## src/rtl/dcache_axi_bridge_pkg.sv

```systemverilog
// Shared types and AXI constants for the data-cache to AXI4 bridge.
// Holds the FSM state encoding, AXI response/burst codes and the size mapping.
package dcache_axi_pkg;

    typedef enum logic [2:0] {
        IDLE    = 3'd0,
        RD_ADDR = 3'd1,
        RD_DATA = 3'd2,
        WR_ADDR = 3'd3,
        WR_RESP = 3'd4,
        DONE    = 3'd5
    } state_t;

    localparam logic [1:0] AXI_RESP_OKAY   = 2'b00;
    localparam logic [1:0] AXI_RESP_EXOKAY = 2'b01;
    localparam logic [1:0] AXI_RESP_SLVERR = 2'b10;
    localparam logic [1:0] AXI_RESP_DECERR = 2'b11;

    localparam logic [1:0] AXI_BURST_INCR = 2'b01;
    localparam logic [7:0] AXI_LEN_SINGLE = 8'd0;

    // Cache size code (0=byte,1=half,2=word) maps directly onto AXI log2 size.
    function automatic logic [2:0] axi_size(input logic [1:0] size);
        return {1'b0, size};
    endfunction

endpackage

```

## src/rtl/dcache_axi_bridge_aw_w_join.sv

```systemverilog
// Joins the independent AW and W channels of a single-beat write: each valid drops on its
// own handshake, sticky flags remember completion, o_both_done fires in the cycle the last one lands.
module axi_aw_w_join (
    input  logic i_clk,
    input  logic i_rst_n,
    input  logic i_start,
    input  logic i_awready,
    input  logic i_wready,
    output logic o_awvalid,
    output logic o_wvalid,
    output logic o_both_done
);

    logic r_awvalid;
    logic r_wvalid;
    logic r_aw_done;
    logic r_w_done;
    logic w_aw_hs;
    logic w_w_hs;

    assign w_aw_hs     = r_awvalid & i_awready;
    assign w_w_hs      = r_wvalid & i_wready;
    // Counts a handshake in its own cycle so same-cycle AW+W completes without an extra wait.
    assign o_both_done = (r_aw_done | w_aw_hs) & (r_w_done | w_w_hs);

    always_ff @(posedge i_clk or negedge i_rst_n) begin
        if (!i_rst_n) begin
            r_awvalid <= 1'b0;
            r_wvalid  <= 1'b0;
            r_aw_done <= 1'b0;
            r_w_done  <= 1'b0;
        end else if (i_start) begin
            r_awvalid <= 1'b1;
            r_wvalid  <= 1'b1;
            r_aw_done <= 1'b0;
            r_w_done  <= 1'b0;
        end else begin
            if (w_aw_hs) r_awvalid <= 1'b0;
            if (w_w_hs)  r_wvalid  <= 1'b0;
            if (o_both_done) begin
                r_aw_done <= 1'b0;
                r_w_done  <= 1'b0;
            end else begin
                if (w_aw_hs) r_aw_done <= 1'b1;
                if (w_w_hs)  r_w_done  <= 1'b1;
            end
        end
    end

    assign o_awvalid = r_awvalid;
    assign o_wvalid  = r_wvalid;

endmodule

```

## src/rtl/dcache_axi_bridge.sv

```systemverilog
// Converts the data cache strobe/ready port into single-beat AXI4 reads/writes, one in flight,
// c_ready pulses in the 4th cycle with a zero-wait slave. DCACHE_AXI_ERR_EN adds bus_err/err_addr.
module dcache_axi_bridge
    import dcache_axi_pkg::*;
#(
    parameter int A_WIDTH  = 32,
    parameter int ID_WIDTH = 4,
    parameter int AXI_ID   = 1
) (
    input  logic                clk,
    input  logic                clrn,
    input  logic [A_WIDTH-1:0]  c_a,
    input  logic [31:0]         c_din,
    output logic [31:0]         c_dout,
    input  logic                c_strobe,
    input  logic [3:0]          c_wen,
    input  logic [1:0]          c_size,
    input  logic                c_rw,
    output logic                c_ready,
    output logic [ID_WIDTH-1:0] arid,
    output logic [A_WIDTH-1:0]  araddr,
    output logic [7:0]          arlen,
    output logic [2:0]          arsize,
    output logic [1:0]          arburst,
    output logic                arvalid,
    input  logic                arready,
    input  logic [ID_WIDTH-1:0] rid,
    input  logic [31:0]         rdata,
    input  logic [1:0]          rresp,
    input  logic                rlast,
    input  logic                rvalid,
    output logic                rready,
    output logic [ID_WIDTH-1:0] awid,
    output logic [A_WIDTH-1:0]  awaddr,
    output logic [7:0]          awlen,
    output logic [2:0]          awsize,
    output logic [1:0]          awburst,
    output logic                awvalid,
    input  logic                awready,
    output logic [31:0]         wdata,
    output logic [3:0]          wstrb,
    output logic                wlast,
    output logic                wvalid,
    input  logic                wready,
    input  logic [ID_WIDTH-1:0] bid,
    input  logic [1:0]          bresp,
    input  logic                bvalid,
    output logic                bready
`ifdef DCACHE_AXI_ERR_EN
    ,
    output logic                bus_err,
    output logic [A_WIDTH-1:0]  err_addr
`endif
);

    localparam logic [ID_WIDTH-1:0] W_ID = ID_WIDTH'(AXI_ID);

    state_t               r_state;
    logic [A_WIDTH-1:0]   r_addr;
    logic [31:0]          r_din;
    logic [3:0]           r_wen;
    logic [1:0]           r_size;
    logic [31:0]          r_dout;
    logic                 r_c_ready;
    logic                 r_arvalid;
    logic                 r_rready;
    logic                 r_bready;
    logic                 w_start_wr;
    logic                 w_both_done;
    logic                 w_unused_sink;
`ifdef DCACHE_AXI_ERR_EN
    logic                 r_bus_err;
    logic [A_WIDTH-1:0]   r_err_addr;
`endif

    assign w_start_wr    = (r_state == IDLE) & c_strobe & c_rw;
    assign w_unused_sink = ^{rid, rlast, bid, rresp, bresp};

    axi_aw_w_join u_aw_w_join (
        .i_clk       (clk),
        .i_rst_n     (clrn),
        .i_start     (w_start_wr),
        .i_awready   (awready),
        .i_wready    (wready),
        .o_awvalid   (awvalid),
        .o_wvalid    (wvalid),
        .o_both_done (w_both_done)
    );

    always_ff @(posedge clk or negedge clrn) begin
        if (!clrn) begin
            r_state   <= IDLE;
            r_addr    <= '0;
            r_din     <= '0;
            r_wen     <= '0;
            r_size    <= '0;
            r_dout    <= '0;
            r_c_ready <= 1'b0;
            r_arvalid <= 1'b0;
            r_rready  <= 1'b0;
            r_bready  <= 1'b0;
`ifdef DCACHE_AXI_ERR_EN
            r_bus_err  <= 1'b0;
            r_err_addr <= '0;
`endif
        end else begin
            case (r_state)
                IDLE: begin
                    if (c_strobe) begin
                        r_addr <= c_a;
                        r_din  <= c_din;
                        r_wen  <= c_wen;
                        r_size <= c_size;
                        if (c_rw) begin
                            r_state <= WR_ADDR;
                        end else begin
                            r_state   <= RD_ADDR;
                            r_arvalid <= 1'b1;
                        end
                    end
                end
                RD_ADDR: begin
                    if (arready) begin
                        r_arvalid <= 1'b0;
                        r_rready  <= 1'b1;
                        r_state   <= RD_DATA;
                    end
                end
                RD_DATA: begin
                    if (rvalid) begin
                        r_rready  <= 1'b0;
                        r_dout    <= rdata;
                        r_c_ready <= 1'b1;
                        r_state   <= DONE;
`ifdef DCACHE_AXI_ERR_EN
                        r_bus_err <= (rresp != AXI_RESP_OKAY);
                        if (rresp != AXI_RESP_OKAY) r_err_addr <= r_addr;
`endif
                    end
                end
                WR_ADDR: begin
                    if (w_both_done) begin
                        r_bready <= 1'b1;
                        r_state  <= WR_RESP;
                    end
                end
                WR_RESP: begin
                    if (bvalid) begin
                        r_bready  <= 1'b0;
                        r_c_ready <= 1'b1;
                        r_state   <= DONE;
`ifdef DCACHE_AXI_ERR_EN
                        r_bus_err <= (bresp != AXI_RESP_OKAY);
                        if (bresp != AXI_RESP_OKAY) r_err_addr <= r_addr;
`endif
                    end
                end
                DONE: begin
                    // Strobe is ignored here; a held strobe is re-sampled in IDLE next cycle.
                    r_c_ready <= 1'b0;
                    r_state   <= IDLE;
`ifdef DCACHE_AXI_ERR_EN
                    r_bus_err <= 1'b0;
`endif
                end
                default: r_state <= IDLE;
            endcase
        end
    end

    assign c_dout  = r_dout;
    assign c_ready = r_c_ready;

    assign arid    = W_ID;
    assign araddr  = r_addr;
    assign arlen   = AXI_LEN_SINGLE;
    assign arsize  = axi_size(r_size);
    assign arburst = AXI_BURST_INCR;
    assign arvalid = r_arvalid;
    assign rready  = r_rready;

    assign awid    = W_ID;
    assign awaddr  = r_addr;
    assign awlen   = AXI_LEN_SINGLE;
    assign awsize  = axi_size(r_size);
    assign awburst = AXI_BURST_INCR;
    assign wdata   = r_din;
    assign wstrb   = r_wen;
    assign wlast   = 1'b1;
    assign bready  = r_bready;

`ifdef DCACHE_AXI_ERR_EN
    assign bus_err  = r_bus_err;
    assign err_addr = r_err_addr;
`endif

endmodule

```

## config.mk

```make
export PLATFORM = sky130hd
export DESIGN_NAME = dcache_axi_bridge
export DESIGN_NICKNAME = d
export VERILOG_FILES = /design/src/rtl/dcache_axi_bridge_pkg.sv /design/src/rtl/dcache_axi_bridge_aw_w_join.sv /design/src/rtl/dcache_axi_bridge.sv
export SDC_FILE = /design/constraint.sdc
export NUM_CORES = 1
export LEC_CHECK = 0
export BUFFER_PORTS_ARGS = -buffer_cell sky130_fd_sc_hd__clkbuf_2
export CAP_MARGIN = 20
export CORE_MARGIN = 5
export CORE_UTILIZATION = 43
export DETAILED_ROUTE_END_ITERATION = 10
export PLACE_DENSITY = 0.88
export SYNTH_ARGS = -nofsm -noshare
export SYNTH_HDL_FRONTEND = slang
export SYNTH_SLANG_ARGS = --single-unit
```

## constraint.sdc

```tcl
create_clock -name clk -period 2 [get_ports clk]
set_input_delay 0.1 -clock clk [delete_from_list [all_inputs] [get_ports clk]]
set_output_delay 0.1 -clock clk [all_outputs]
set_load 0.02 [all_outputs]
```

==> summary.md <==
| Metric | Value |
|---|---|
| Post-Syn Area per Cell | 14.19 um2 |
| Worst min path class | primary input to flip-flop |
| Clock power share | 0.226 |
| Leakage | 3.772 nW |
| Core Rows | 39 |
| Post-DP HPWL | 8.661 mm |
| Final wirelength | 13.39 mm |
| FF/Latch Area | 0.002828 mm2 |
| Initial DRC Count | 108 |
| Worst hold slack | 24.47 ps |
| Fraction of layout cells with a size suffix above 1 | 0.5630 |
| Per-cell routed wire length | 16.05 um |
| Initial core utilization | 0.4345 |
| Netlist Area Pre-Place | 0.004897 mm2 |
| Number of synthesized register bits | 113 |
| Seq/Total Area, Yosys | 0.5774 |
| DRC | 0 |
| Commonest non-fill, non-tap cell in the layout | clkbuf_2 |
| CP Max Fanout | 33 |
| Worst path required time | 2270 ps |
| Pwr Density | 1732 mW/mm2 |
| Cell Area, Placed | 0.005929 mm2 |
| Run status | finished, final reports clean |
| Cell accounting for the most synthesized area | dfrtp_1 |
| Setup CP Type | flip-flop to flip-flop |
| Final Hold Viols | 0 |
| Fin cells | 834 |
| Worst Skew | 6.722 ps |
| I/O Buffers | 252 |
| CTS tree | built |
| Max cap viols | 0 |
| Vias in the first global route | 4217 |
| Fin crit period | 1800 ps |
| Placed insts | 696 |
| Worst path cell trace | nor3b_1 > and2_1 > buf_12 > mux2_2 |
| Core box area | 0.01127 mm2 |
| Die H | 116.7 um |
| Post-synthesis cell count | 345 |
| Diodes inserted | 0 |
| Clock sinks | 113 |
| CTS clk-pin slew, worst paths | 50 ps |
| CTS buffer count | 17 |
| Sw frac | 0.3995 |
| CP Data Arrival Time | 2070 ps |
| Pre-antenna DRT Iters | 4 |
| Most used DFF post-synth | dfrtp_1 |
| RSZ-0062 raised after global routing | false |
| Element type at the critical path end | flip-flop |
| Critical path's slowest cell | dfrtp_1 |
| Internal power | 7.895 mW |
| Initial antenna violation count | 0 |
| Synth warn | 0 |
| Post-route cell area | 0.007592 mm2 |
| Clock latency on the worst-skew pair | 390 ps |
| CP delay by family, top | simple AND/OR/NAND/NOR gates |
| Die ar. | 0.01362 mm2 |
| Max IR drop VDD | 0.0009305 V |
| Gates resized, CTS repair | 0 |
| GRT overflow | 0 |
| Final Max Slew Viols | 0 |
| Largest net degree at the start of global routing | 57 |
| Number of synthesized flops with an enable pin | 0 |
| Via count | 3814 |
| Post-route ant nets | 0 |
| Area taken by multi-input logic gates | 0.001541 mm2 |
| Final nets | 802 |
| Worst-case clock buffer depth | 2 |
| Setup violators final | 0 |
| Largest cells by area after synthesis | dfrtp_1, mux2_2, buf_4 |
| TNS Setup | 0 ps |
| Ports | 297 |
| Commonest non-fill, non-tap cells in the layout | clkbuf_2, dfrtp_1, dlygate4sd3_1 |
| Global-route wire length before repair | 20.67 mm |
| Die X | 116.7 um |
| Ys async rst share | 1.000 |
| Drt via density | 4.573 |
| Final worst-path cycle share | 0.8999 |
| Sequential share of power | 0.324 |
| Share of Yosys cell area claimed by the top area cell type | 0.5774 |
| Synth cell types | 29 |
| Switching power | 5.252 mW |
| Buf/Inv on CP | 1 |
| H-tree Lvls | 4 |
| Comb pwr share | 0.450 |
| R2R setup slack | 200 ps |
| Root cell of the clock tree | clkbuf_16 |
| Setup crit start kind | flip-flop |
| GPL Wtd Cong | 0.7622 |
| Synthesis-to-finish area growth | 55.03% |
| Fill cell count | 773 |
| Fmax | 555.6 MHz |
| Total GRT Usage | 0.1955 |
| CP peak stage delay | 500 ps |
cell type report:
class / instances / share of cell area
Multi-Input combinational cell: 176 / 0.2030
Timing Repair Buffer: 364 / 0.3187
Clock inverter: 9 / 0.01368
Tap cell: 143 / 0.02357
Sequential cell: 113 / 0.3724
Clock buffer: 23 / 0.06559
Inverter: 6 / 0.002966
timing repair:
item,4_1_cts,5_1_grt
hold buffers,106,0
buffers inserted,0,0
endpoints found under the setup margin,0,0
hold endpoints to repair,161,0
Yosys cell counts (2+ instances only):
cell      instances
dfrtp_1         113
mux2_2           97
buf_4            68
buf_6             8
inv_1             6
mux2_1            6
nand2_1           5
o21ai_0           5
a21oi_1           4
a31oi_1           4
nand2b_1          4
nor2_1            3
nor3b_1           3
buf_2             2
conb_1            2
nor2b_1           2
path summary, 6_finish.rpt:
check	to	start	cells after the start
max	c_dout[28]	r_state[2]	4
min	rready	arready	3
max reg2reg	c_dout[28]	r_state[2]	4
min reg2reg	wdata[14]	wdata[14]	1
max in group asynchronous	araddr[10]	clrn	3
min in group asynchronous	c_dout[9]	clrn	2
per-stage QoR:
step           worst slack, ps    util  power, mW
2_1_floorplan            311.7       -      8.441
3_3_place_gp             298.3  0.5260      9.759
3_5_place_dp             227.4  0.5260      10.00
4_1_cts                  220.2  0.6735      13.20
5_1_grt                  111.9  0.6735      13.90
6_report                 200.1  0.6735      13.15
worst min-delay path, cell delays in order:
cell and delay [ps]:
clkbuf_2 110, a31oi_1 80, nor2_1 80
sequential cells by signal, summed over array words and instances, names as in the netlist:
signal                 flops
araddr                    32
c_dout                    32
wdata                     32
wstrb                      4
r_state                    3
r_size                     2
arvalid                    1
bready                     1
c_ready                    1
rready                     1
u_aw_w_join.o_awvalid      1
u_aw_w_join.o_wvalid       1
u_aw_w_join.r_aw_done      1
u_aw_w_join.r_w_done       1
routing by layer:
layer / vias up / wire [um] / part of all wire / track usage
met5: - / 0 / 0 / 0
met4: 0 / 390 / 0.029 / 0.08792
met3: 34 / 1121 / 0.084 / 0.06218
met2: 187 / 7375 / 0.55 / 0.3610
met1: 1831 / 4499 / 0.34 / 0.2004
li1: 1762 / - / - / -
power groups by stage:
stage | Sequential, mW | Combinational, mW | Clock (mW)
after detailed placement | 4.26 | 5.75 | 0
after global routing | 4.43 | 6.31 | 3.16
final | 4.26 | 5.92 | 2.98
after global placement | 4.15 | 5.61 | 0
after floorplan | 5.48 | 2.96 | 0
after CTS | 4.23 | 5.92 | 3.05
cell families (layout without fill, tap and decap cells):
group,after synthesis,in the layout,synth area share
compound gates,20,20,0.02606
flops,113,113,0.5774
buf+inv,85,402,0.1300
other cells,2,31,0.001534
mux,103,103,0.2368
simple gates,22,22,0.02810
Power figures use the tool's default switching activity.
